### src/rtl/cdm16_seq_ctrl.sv
// cdm16_seq_ctrl: computes one 16x16 carry-disregard product.
// Four byte products go through a single shared 8x8 unit in the fixed
// order LL, HL, LH, HH. They are folded into four byte-wide accumulators
// whose adders drop their carries.
module cdm16_seq_ctrl #(
    parameter int         PP_LAT  = 0,
    parameter logic [1:0] SEL_LL  = 2'd0,
    parameter logic [1:0] SEL_MID = 2'd1,
    parameter logic [1:0] SEL_HH  = 2'd2
) (
    input  logic        clk,
    input  logic        rst,
    input  logic        in_valid,
    output logic        in_ready,
    input  logic [15:0] A,
    input  logic [15:0] B,
    output logic        pp_valid,
    output logic [7:0]  pp_a,
    output logic [7:0]  pp_b,
    output logic [1:0]  pp_sel,
    input  logic [15:0] pp_r,
    output logic        out_valid,
    input  logic        out_ready,
    output logic [31:0] R,
    output logic        busy
);

    localparam int CW = (PP_LAT > 0) ? $clog2(PP_LAT + 1) : 1;
    localparam logic [CW-1:0] LAT_LAST = CW'(PP_LAT);

    typedef enum logic [1:0] {
        S_IDLE = 2'd0,
        S_MUL  = 2'd1,
        S_DONE = 2'd2
    } state_t;

    state_t        state;
    logic [1:0]    step;
    logic [CW-1:0] wait_cnt;
    logic [15:0]   a_reg;
    logic [15:0]   b_reg;
    logic [7:0]    r0;
    logic [7:0]    r1;
    logic [7:0]    r2;
    logic [7:0]    r3;

    // Handshake and status flags decode directly from the state register
    assign in_ready  = (state == S_IDLE);
    assign pp_valid  = (state == S_MUL);
    assign out_valid = (state == S_DONE);
    assign busy      = (state != S_IDLE);
    assign R         = {r3, r2, r1, r0};

    // Operand byte selection and approximation select for the current step
    always_comb begin
        pp_a   = a_reg[7:0];
        pp_b   = b_reg[7:0];
        pp_sel = SEL_LL;
        case (step)
            2'd0: begin
                pp_a   = a_reg[7:0];
                pp_b   = b_reg[7:0];
                pp_sel = SEL_LL;
            end
            2'd1: begin
                pp_a   = a_reg[15:8];
                pp_b   = b_reg[7:0];
                pp_sel = SEL_MID;
            end
            2'd2: begin
                pp_a   = a_reg[7:0];
                pp_b   = b_reg[15:8];
                pp_sel = SEL_MID;
            end
            default: begin
                pp_a   = a_reg[15:8];
                pp_b   = b_reg[15:8];
                pp_sel = SEL_HH;
            end
        endcase
    end

    // Sequencer: accept, step through the four products, hold the result until taken
    always_ff @(posedge clk) begin
        if (rst) begin
            state    <= S_IDLE;
            step     <= 2'd0;
            wait_cnt <= '0;
            a_reg    <= 16'h0;
            b_reg    <= 16'h0;
            r0       <= 8'h0;
            r1       <= 8'h0;
            r2       <= 8'h0;
            r3       <= 8'h0;
        end else begin
            case (state)
                S_IDLE: begin
                    if (in_valid) begin
                        a_reg    <= A;
                        b_reg    <= B;
                        r0       <= 8'h0;
                        r1       <= 8'h0;
                        r2       <= 8'h0;
                        r3       <= 8'h0;
                        step     <= 2'd0;
                        wait_cnt <= '0;
                        state    <= S_MUL;
                    end
                end
                S_MUL: begin
                    if (wait_cnt == LAT_LAST) begin
                        wait_cnt <= '0;
                        case (step)
                            2'd0: begin
                                r0 <= r0 + pp_r[7:0];
                                r1 <= r1 + pp_r[15:8];
                            end
                            2'd1, 2'd2: begin
                                r1 <= r1 + pp_r[7:0];
                                r2 <= r2 + pp_r[15:8];
                            end
                            default: begin
                                r2 <= r2 + pp_r[7:0];
                                r3 <= r3 + pp_r[15:8];
                            end
                        endcase
                        if (step == 2'd3) begin
                            step  <= 2'd0;
                            state <= S_DONE;
                        end else begin
                            step <= step + 2'd1;
                        end
                    end else begin
                        wait_cnt <= wait_cnt + 1'b1;
                    end
                end
                S_DONE: begin
                    if (out_ready) begin
                        state <= S_IDLE;
                    end
                end
                default: begin
                    state <= S_IDLE;
                end
            endcase
        end
    end

endmodule

### config.mk
export PLATFORM = sky130hd
export DESIGN_NAME = cdm16_seq_ctrl
export DESIGN_NICKNAME = d
export VERILOG_FILES = /design/src/rtl/cdm16_seq_ctrl.sv
export SDC_FILE = /design/constraint.sdc
export NUM_CORES = 1
export LEC_CHECK = 0
export ABC_AREA = 1
export CAP_MARGIN = 20
export CELL_PAD_IN_SITES_DETAIL_PLACEMENT = 0
export CELL_PAD_IN_SITES_GLOBAL_PLACEMENT = 1
export CORE_MARGIN = 3
export CORE_UTILIZATION = 30
export CTS_CLUSTER_DIAMETER = 200
export DETAILED_ROUTE_END_ITERATION = 12
export PLACE_DENSITY_LB_ADDON = 0.25
export SKIP_CTS_REPAIR_TIMING = 1
export SLEW_MARGIN = 20
export SYNTH_ARGS = -nofsm -noshare
export SYNTH_HDL_FRONTEND = slang
export SYNTH_SLANG_ARGS = --single-unit
### constraint.sdc
create_clock -name clk -period 4 [get_ports clk]
set_input_delay 0.4 -clock clk [delete_from_list [all_inputs] [get_ports clk]]
set_output_delay 0.4 -clock clk [all_outputs]
set_load 0.05 [all_outputs]
# Word level (Yosys, flattened, before mapping)
# Cells that the tools add are included.
# classes
n_addsub	8
eq_ne	13
mux	28
n_reduce_logical	16
# ops
op	count
$pmux W8 S2	6
$mux W8	9
$add A8 B8 Y8	6
$reduce_and A4 Y1	5
$mux W2	7
$ne A2 B2 Y1 const B	4
$pmux W2 S2	2
$eq A2 B2 Y1 const B	3
$ne A2 B1 Y1 const B	3
$pmux W2 S3	1
$reduce_or A2 Y1	3
$eq A2 B1 Y1 const B	2
$logic_not A2 Y1	2
$reduce_and A2 Y1	2
$reduce_bool A2 Y1	2
$ne A3 B2 Y1 const B	1
$reduce_and A3 Y1	1
$reduce_or A3 Y1	1
$add A2 B1 Y2 const B	1
$mux W1	2
$pmux W1 S2	1
$add A1 B1 Y1 const B	1
# totals
reg_bits	69
inputBits	52
output_inout_bits	54
elab_cells	74

# Longest topological paths before layout
# logic_depth
depth_word	5
ltp_mapped	17
mapped_depth_nobuf	16

# Worst setup path before layout
# OpenSTA, ideal clock, no wires.
# synth_timing
path_type	reg2reg
startpoint	register step[0]
endpoint	register r1[4]
arrival_ns	2.933
required_time_ns	3.930
setup_slack_ns	0.996
stages_incl_launch_ff	17
path_buffers	2
path_cell_list	dfxtp_1 -> inv_1 -> ha_1 -> buf_2 -> clkbuf_1 -> nand2_1 -> o21ai_0 -> ha_1 -> inv_1 -> fa_1 -> inv_1 -> nand2_1 -> nand2_1 -> and2_1 -> or2_2 -> nand3_1 -> a21oi_1
# synth_via
elab_chain_cells	5
# synth_lines
item	line	source
start: declaration	38	logic [1:0] step;
start signal: assignment	131	step <= step + 2'd1;
$eq A2 B1 Y1 or $eq A2 B2 Y1 (tied branches)	113	case (step)
$reduce_or A2 Y1 (no line)	-	
$pmux W8 S2	113	
$mux W8	111	if (wait_cnt == LAT_LAST) begin
$pmux W8 S2	96	case (state)
end signal: assignment	116	r1 <= r1 + pp_r[15:8];
end signal: assignment	119	r1 <= r1 + pp_r[7:0];
end: declaration	43	logic [7:0] r1;
# Several ways; a longest one is shown, not always the timed one. The select of a mux whose other input is x is not followed.
# A chain may end at the register's enable or synchronous reset.

# Worst setup path after layout
# layout_timing
startpoint	register step[0]
endpoint	output pp_b[3]
# layout_via
elab_chain_cells	3
# layout_lines
item	line	source
$eq A2 B1 Y1 or $logic_not A2 Y1 (tied branches)	59	case (step)
$reduce_or A2 Y1 (no line) (*)	-	
$mux W8 (*)	59	
end: declaration	19	output logic [7:0] pp_b,
# Every way passes the cells marked *; elsewhere a longest branch is shown, timed or not.

==> implementation parameters <==
Parameter                              Value

Floorplan
  Starting density of the core ... 31.1%
  Count of boundary I/O pins ... 106
  Core box area ... 13500 sq um
  Rows ... 42
  Total Die Area ... 15400 sq um
  Die width ... 124 microns
  Die height ... 124 microns

Global route
  Global-route wire length before repair ... 19700 microns
  Overflow left after global routing ... 0
  Maximum number of pins on one net before global-route repair ... 39
  Total global-route track usage ... 16.6%
  Number of global-route vias before repair ... 4039
  Number of antenna violations at the first check in global routing ... 0

STA
  Rel. slew slack ... 30.8%
  Number of max-slew violations in the final report ... 0
  Sum Neg Setup Slack ... 0 ns
  Transition at the pin with the smallest max-transition slack ... 1.04 ns
  Unrepaired setup endpoints after global routing ... false
  Final hold violation count ... 0
  Largest clock skew in the final design ... 0.00538 ns
  Top achievable clock speed ... 0.292 GHz
  Final worst path period share ... 85.5%
  Time the worst path needs with I/O delays and setup ... 3.42 ns
  # setup viols final ... 0

Clocking
  Number of buffers added by the clock tree synthesis step ... 9
  Number of levels the H-tree was split into ... 3
  Clk root buf ... sky130_fd_sc_hd__clkbuf_16
  Insertion delay to the later sink of the worst-skew pair ... 0.34 ns
  CTS tree ... built
  Clock Sink Count ... 68
  Clock input transition at the sequential cells of the worst setup and hold paths ... 0.05 ns
  Number of buffers between clock root and the deepest sink ... 2

Logic synthesis
  Cell variety after synth ... 29
  Total number of yosys warnings ... 0
  Mapped Area ... 4180 sq um
  Synthesized Nets ... 705
  Synthesized instance count ... 617
  Sequential element share of the synthesized area ... 32.6%
  Seq cells post-synth ... 68
  Average cell area after synthesis ... 6.77 sq um

Setup path
  Largest stage delay, worst path ... 0.70 ns
  Setup crit start kind ... register
  Slowest cell on the critical path ... sky130_fd_sc_hd__clkdlybuf4s50_1
  Required arrival time at the worst endpoint ... 3.60 ns
  Largest delay contributor family on the critical path ... buffers and inverters
  Buffers and inverters on the worst path ... 2
  Endpoint class of the critical path ... output port
  Data arrival at the endpoint of the critical path ... 3.02 ns
  Sequence of cells on the critical path ... inv_1 > ha_1 > nor2_2 > mux2_2 > clkdlybuf4s50_1
  Critical register-to-register path startpoint ... step[0]
  Reg-to-reg endpoint ... r1[6]
  Slack of the worst reg-to-reg path ... 0.98 ns
  Path depth of the worst reg2reg path ... 15
  Crit Path Class ... register to output port
  Maximum fanout along the worst path ... 13

Layout
  Final net count ... 806
  Layout overhead on the synthesized area ... 37.3%
  Sequential cell area ... 1360 sq um
  Commonest cells after routing, fill and taps aside ... 159 x sky130_fd_sc_hd__nand2_1, 105 x sky130_fd_sc_hd__clkdlybuf4s50_1, 79 x sky130_fd_sc_hd__nor2_1, 68 x sky130_fd_sc_hd__dfxtp_1, 64 x sky130_fd_sc_hd__inv_1
  Proportion of layout cells with a drive suffix above 1 ... 7.05%
  Diode count ... 0
  Number of fillers in the final layout ... 1405
  Area of the multi-input gates ... 2490 sq um
  Commonest non-fill, non-tap cell in the layout ... sky130_fd_sc_hd__nand2_1
  Final core area utilization ... 42.7%
  Post-layout instance area ... 5740 sq um

Worst hold path
  Worst hold path type ... register to register
  Sink of the worst hold path ... a_reg[5]
  Hold path start ... a_reg[5]
  Number of cells traversed by the worst hold path ... 2

Power and ir drop
  Static Leak ... 2.60 nW
  Total power draw ... 2.37 mW
  VDD IR-drop max ... 264 uV
  Power per cell area ... 412 nW/um^2

Route
  Total number of vias ... 4179
  DRC Markers ... 0
  Routed wire length per instance ... 13.6 microns
  Post-detailed-route count of antenna-violating nets ... 0
  Drt first-iter violations ... 194
  Sum of routed wire length over all layers ... 12200 microns
  Drt pass-1 iters ... 4
  Ratio of routed vias to standard cells ... 4.65

Job
  Max_cap viols ... 0

Place
  Port-buffer cells ... 105
  Placed Area ... 5400 sq um
  Routability congestion estimate from global placement ... 0.914
  DPL Wire Length ... 9270 microns

Status
  Result of the run ... completed
-- cell type report --
type / count / area share (%)
clock inverter: 6 / 1.96
tap: 176 / 3.84
clock buffer: 10 / 3.99
timing repair buffer: 107 / 18.6
sequential: 68 / 23.7
multi-input combinational: 462 / 43.3
inverter: 70 / 4.58
-- power breakdown --
group / total [mW] / switching (mW) / leakage [nW] / internal [mW]
Combinational: 0.685 / 0.428 / 1.88 / 0.256
Clock: 0.920 / 0.310 / 0.167 / 0.610
Sequential: 0.762 / 0.0355 / 0.558 / 0.726
Total: 2.37 / 0.774 / 2.60 / 1.59
-- kinds of logic (layout without fill, tap and decap cells) --
family / after synthesis / in the layout / synth area share [%]
AOI/OAI and AO/OA: 108 / 108 / 13.4
xor gates and xnor gates: 6 / 6 / 1.26
adders and majority gates: 36 / 36 / 11.5
buffers and inverters: 87 / 193 / 7.93
DFF: 68 / 68 / 32.6
muxes: 9 / 9 / 2.43
and+or+nand+nor: 303 / 303 / 30.9
-- synth_stat cells, drive strengths merged --
master,n,area (sq um)
inv,70,263
ha,32,400
xor2,3,26.3
nand3,40,200
o21ai,55,287
nor2,86,374
a21oi,49,245
or2,8,50.1
o22ai,1,6.26
a211oi,1,7.51
nor3,2,10.0
and2,1,6.26
o21a,2,15.0
buf,4,20.0
nand2,162,621
clkbuf,13,48.8
mux2,9,101
xnor2,3,26.3
fa,4,80.1
nand3b,4,30.0
dfxtp,68,1360
-- worst max path at each step --
| stage | from | end | slack (ns) | depth (start not counted) |
|---|---|---|---|---|
| 2_1_floorplan | step[0] | r1[4] | 1.0 | 16 |
| 3_3_place_gp | step[0] | pp_b[7] | 1.01 | 5 |
| 3_5_place_dp | step[0] | pp_b[3] | 0.90 | 5 |
| 4_1_cts | step[0] | pp_b[3] | 0.52 | 5 |
| 5_1_grt | step[0] | pp_b[1] | 0.35 | 5 |
| 6_report | step[0] | pp_b[3] | 0.58 | 5 |
-- through the flow --
stage	setup WS [ns]	std cells	hold slack [ns]
finish	0.580	899	0.454
global route	0.349	899	0.488
CTS	0.519	899	0.456
detailed placement	0.903	883	0.448
global placement	1.01	883	0.444
floorplan	0.996	617	0.425
-- tightest hold or removal path: stages (launching register included) --
cell and delay (ns):
sky130_fd_sc_hd__dfxtp_1 0.29, sky130_fd_sc_hd__inv_1 0.06, sky130_fd_sc_hd__a21oi_1 0.05
-- per-layer routing --
layer,routed length [microns],up-vias,GRT usage (%)
met5,0,-,0
met4,93,0,3.29
met3,789,8,6.45
met2,5750,83,27.3
met1,5560,1909,20.9
li1,-,2179,-
(Power assumes the default switching activity.)
==> patch: new RTL, same settings <==
Encoding of `state_t`: now one-hot (3 bits for 3 states).
--- a/src/rtl/cdm16_seq_ctrl.sv
+++ b/src/rtl/cdm16_seq_ctrl.sv
@@ -30,6 +30,6 @@
 
-    typedef enum logic [1:0] {
-        S_IDLE = 2'd0,
-        S_MUL  = 2'd1,
-        S_DONE = 2'd2
+    typedef enum logic [2:0] {
+        S_IDLE = 3'b001,
+        S_MUL  = 3'b010,
+        S_DONE = 3'b100
     } state_t;
Formal check against the unedited RTL: no difference found for any inputs over 10 cycles, from zero or initial values and one cycle with rst high; not proved beyond that.
==> patch against the unedited design <==
Critical path depth up 2; non-clock buffer count up 2; power down 9.9%; cell area up 4.3%; setup slack better by 0.070 ns; clock power down 2%; area after synthesis up 6.6%; first-iteration DRC count up 20%; sequential cell count up 1; die area up 6.3%; clock skew up 0.0011 ns; wire length up 7.3%; worst hold slack worse by 0.0055 ns; via count up 4.1%.
==> patch: results (changes against the unedited design) <==
Largest net degree at the start of global routing - 54 (+38%)
Post-synthesis xor/xnor area fraction - 0.0177 (+0.00511)
Layout Utilization - 0.421 (-0.00537)
Hold Crit Start - a_reg[0]
Nets - 835 (+3.6%)
Synth Area per Inst - 6.89 sq um (+1.7%)
Status - finished clean
Share of cells above drive strength 1 - 0.0891 (+0.0186)
Setup WS post-layout - 0.650 ns (+0.0699 ns)
Synth top cells by count - nand2_1, inv_1, a21oi_1
Sequential share of cell area - 0.231 (-0.00633)
Area of the multi-input gates - 2600 sq um (+4.7%)
Final HPWL DP - 9940 um (+7.3%)
Dominant cells by area after synthesis - dfxtp_1, nand2_1, ha_1, a21oi_1, inv_1
Post-synthesis mux area share - 0 (-0.0243)
Drt wl/cell - 14.0 um (+3.5%)
Final clock-cell share - 0.0548 (-0.00473)
Invs w/o clock - 96 (+37%)
First-pass GRT wire length - 20800 um (+5.5%)
Worst r2r path cells - 16 (+1)
Initial DRC count - 233 (+20%)
Fillers - 1490 (+6.0%)
CP peak stage delay - 0.83 ns (+0.13 ns)
Max IR drop VDD - 0.304 mV (+15%)
Switching power - 681 uW (-12%)
Vias in the first global route - 4138 (+2.5%)
Reg-to-reg endpoint - r2[6]
Vias per std cell - 4.67 (+0.43%)
RePlAce Congestion - 0.813 (-11%)
Post-Syn Nets - 735 (+4.3%)
Skew final - 0.00644 ns (+0.00106 ns)
Sink Count - 69 (+1.5%)
Synth Area in Compound Gates - 0.155 (+0.0208)
Static Leakage - 2.53 nW (-2.7%)
Worst Hold End - a_reg[0]
Library cells used by synthesis - 34 (+17%)
-- patch: cell types whose count changed in the layout (fill, tap and decap cells not counted), moves of 7 or more --
cell | before | now
a21oi_2 | 0 | 7
nand2_2 | 2 | 15
nand3_1 | 40 | 50
a21oi_1 | 49 | 70
mux2_2 | 9 | 0
nand2_1 | 159 | 168
nand3b_1 | 4 | 14
nor2_1 | 79 | 16
inv_1 | 64 | 90
-- patch: power by group through the flow --
| stage | clock network [mW] | registers [mW] | logic, mW |
|---|---|---|---|
| after floorplan | 0 | 0.763 | 0.318 |
| after global placement | 0 | 0.756 | 0.490 |
| after detailed placement | 0 | 0.757 | 0.493 |
| after CTS | 0.924 | 0.741 | 0.495 |
| after global routing | 0.957 | 0.745 | 0.535 |
| final | 0.902 | 0.741 | 0.490 |
-- patch: layer usage --
layer  part of all wire  wire length (um)  track usage
met3              0.049               644       0.0442
met1               0.46              6060        0.204
met5                  0                 0            0
met2               0.48              6270        0.269
met4             0.0081               106       0.0368
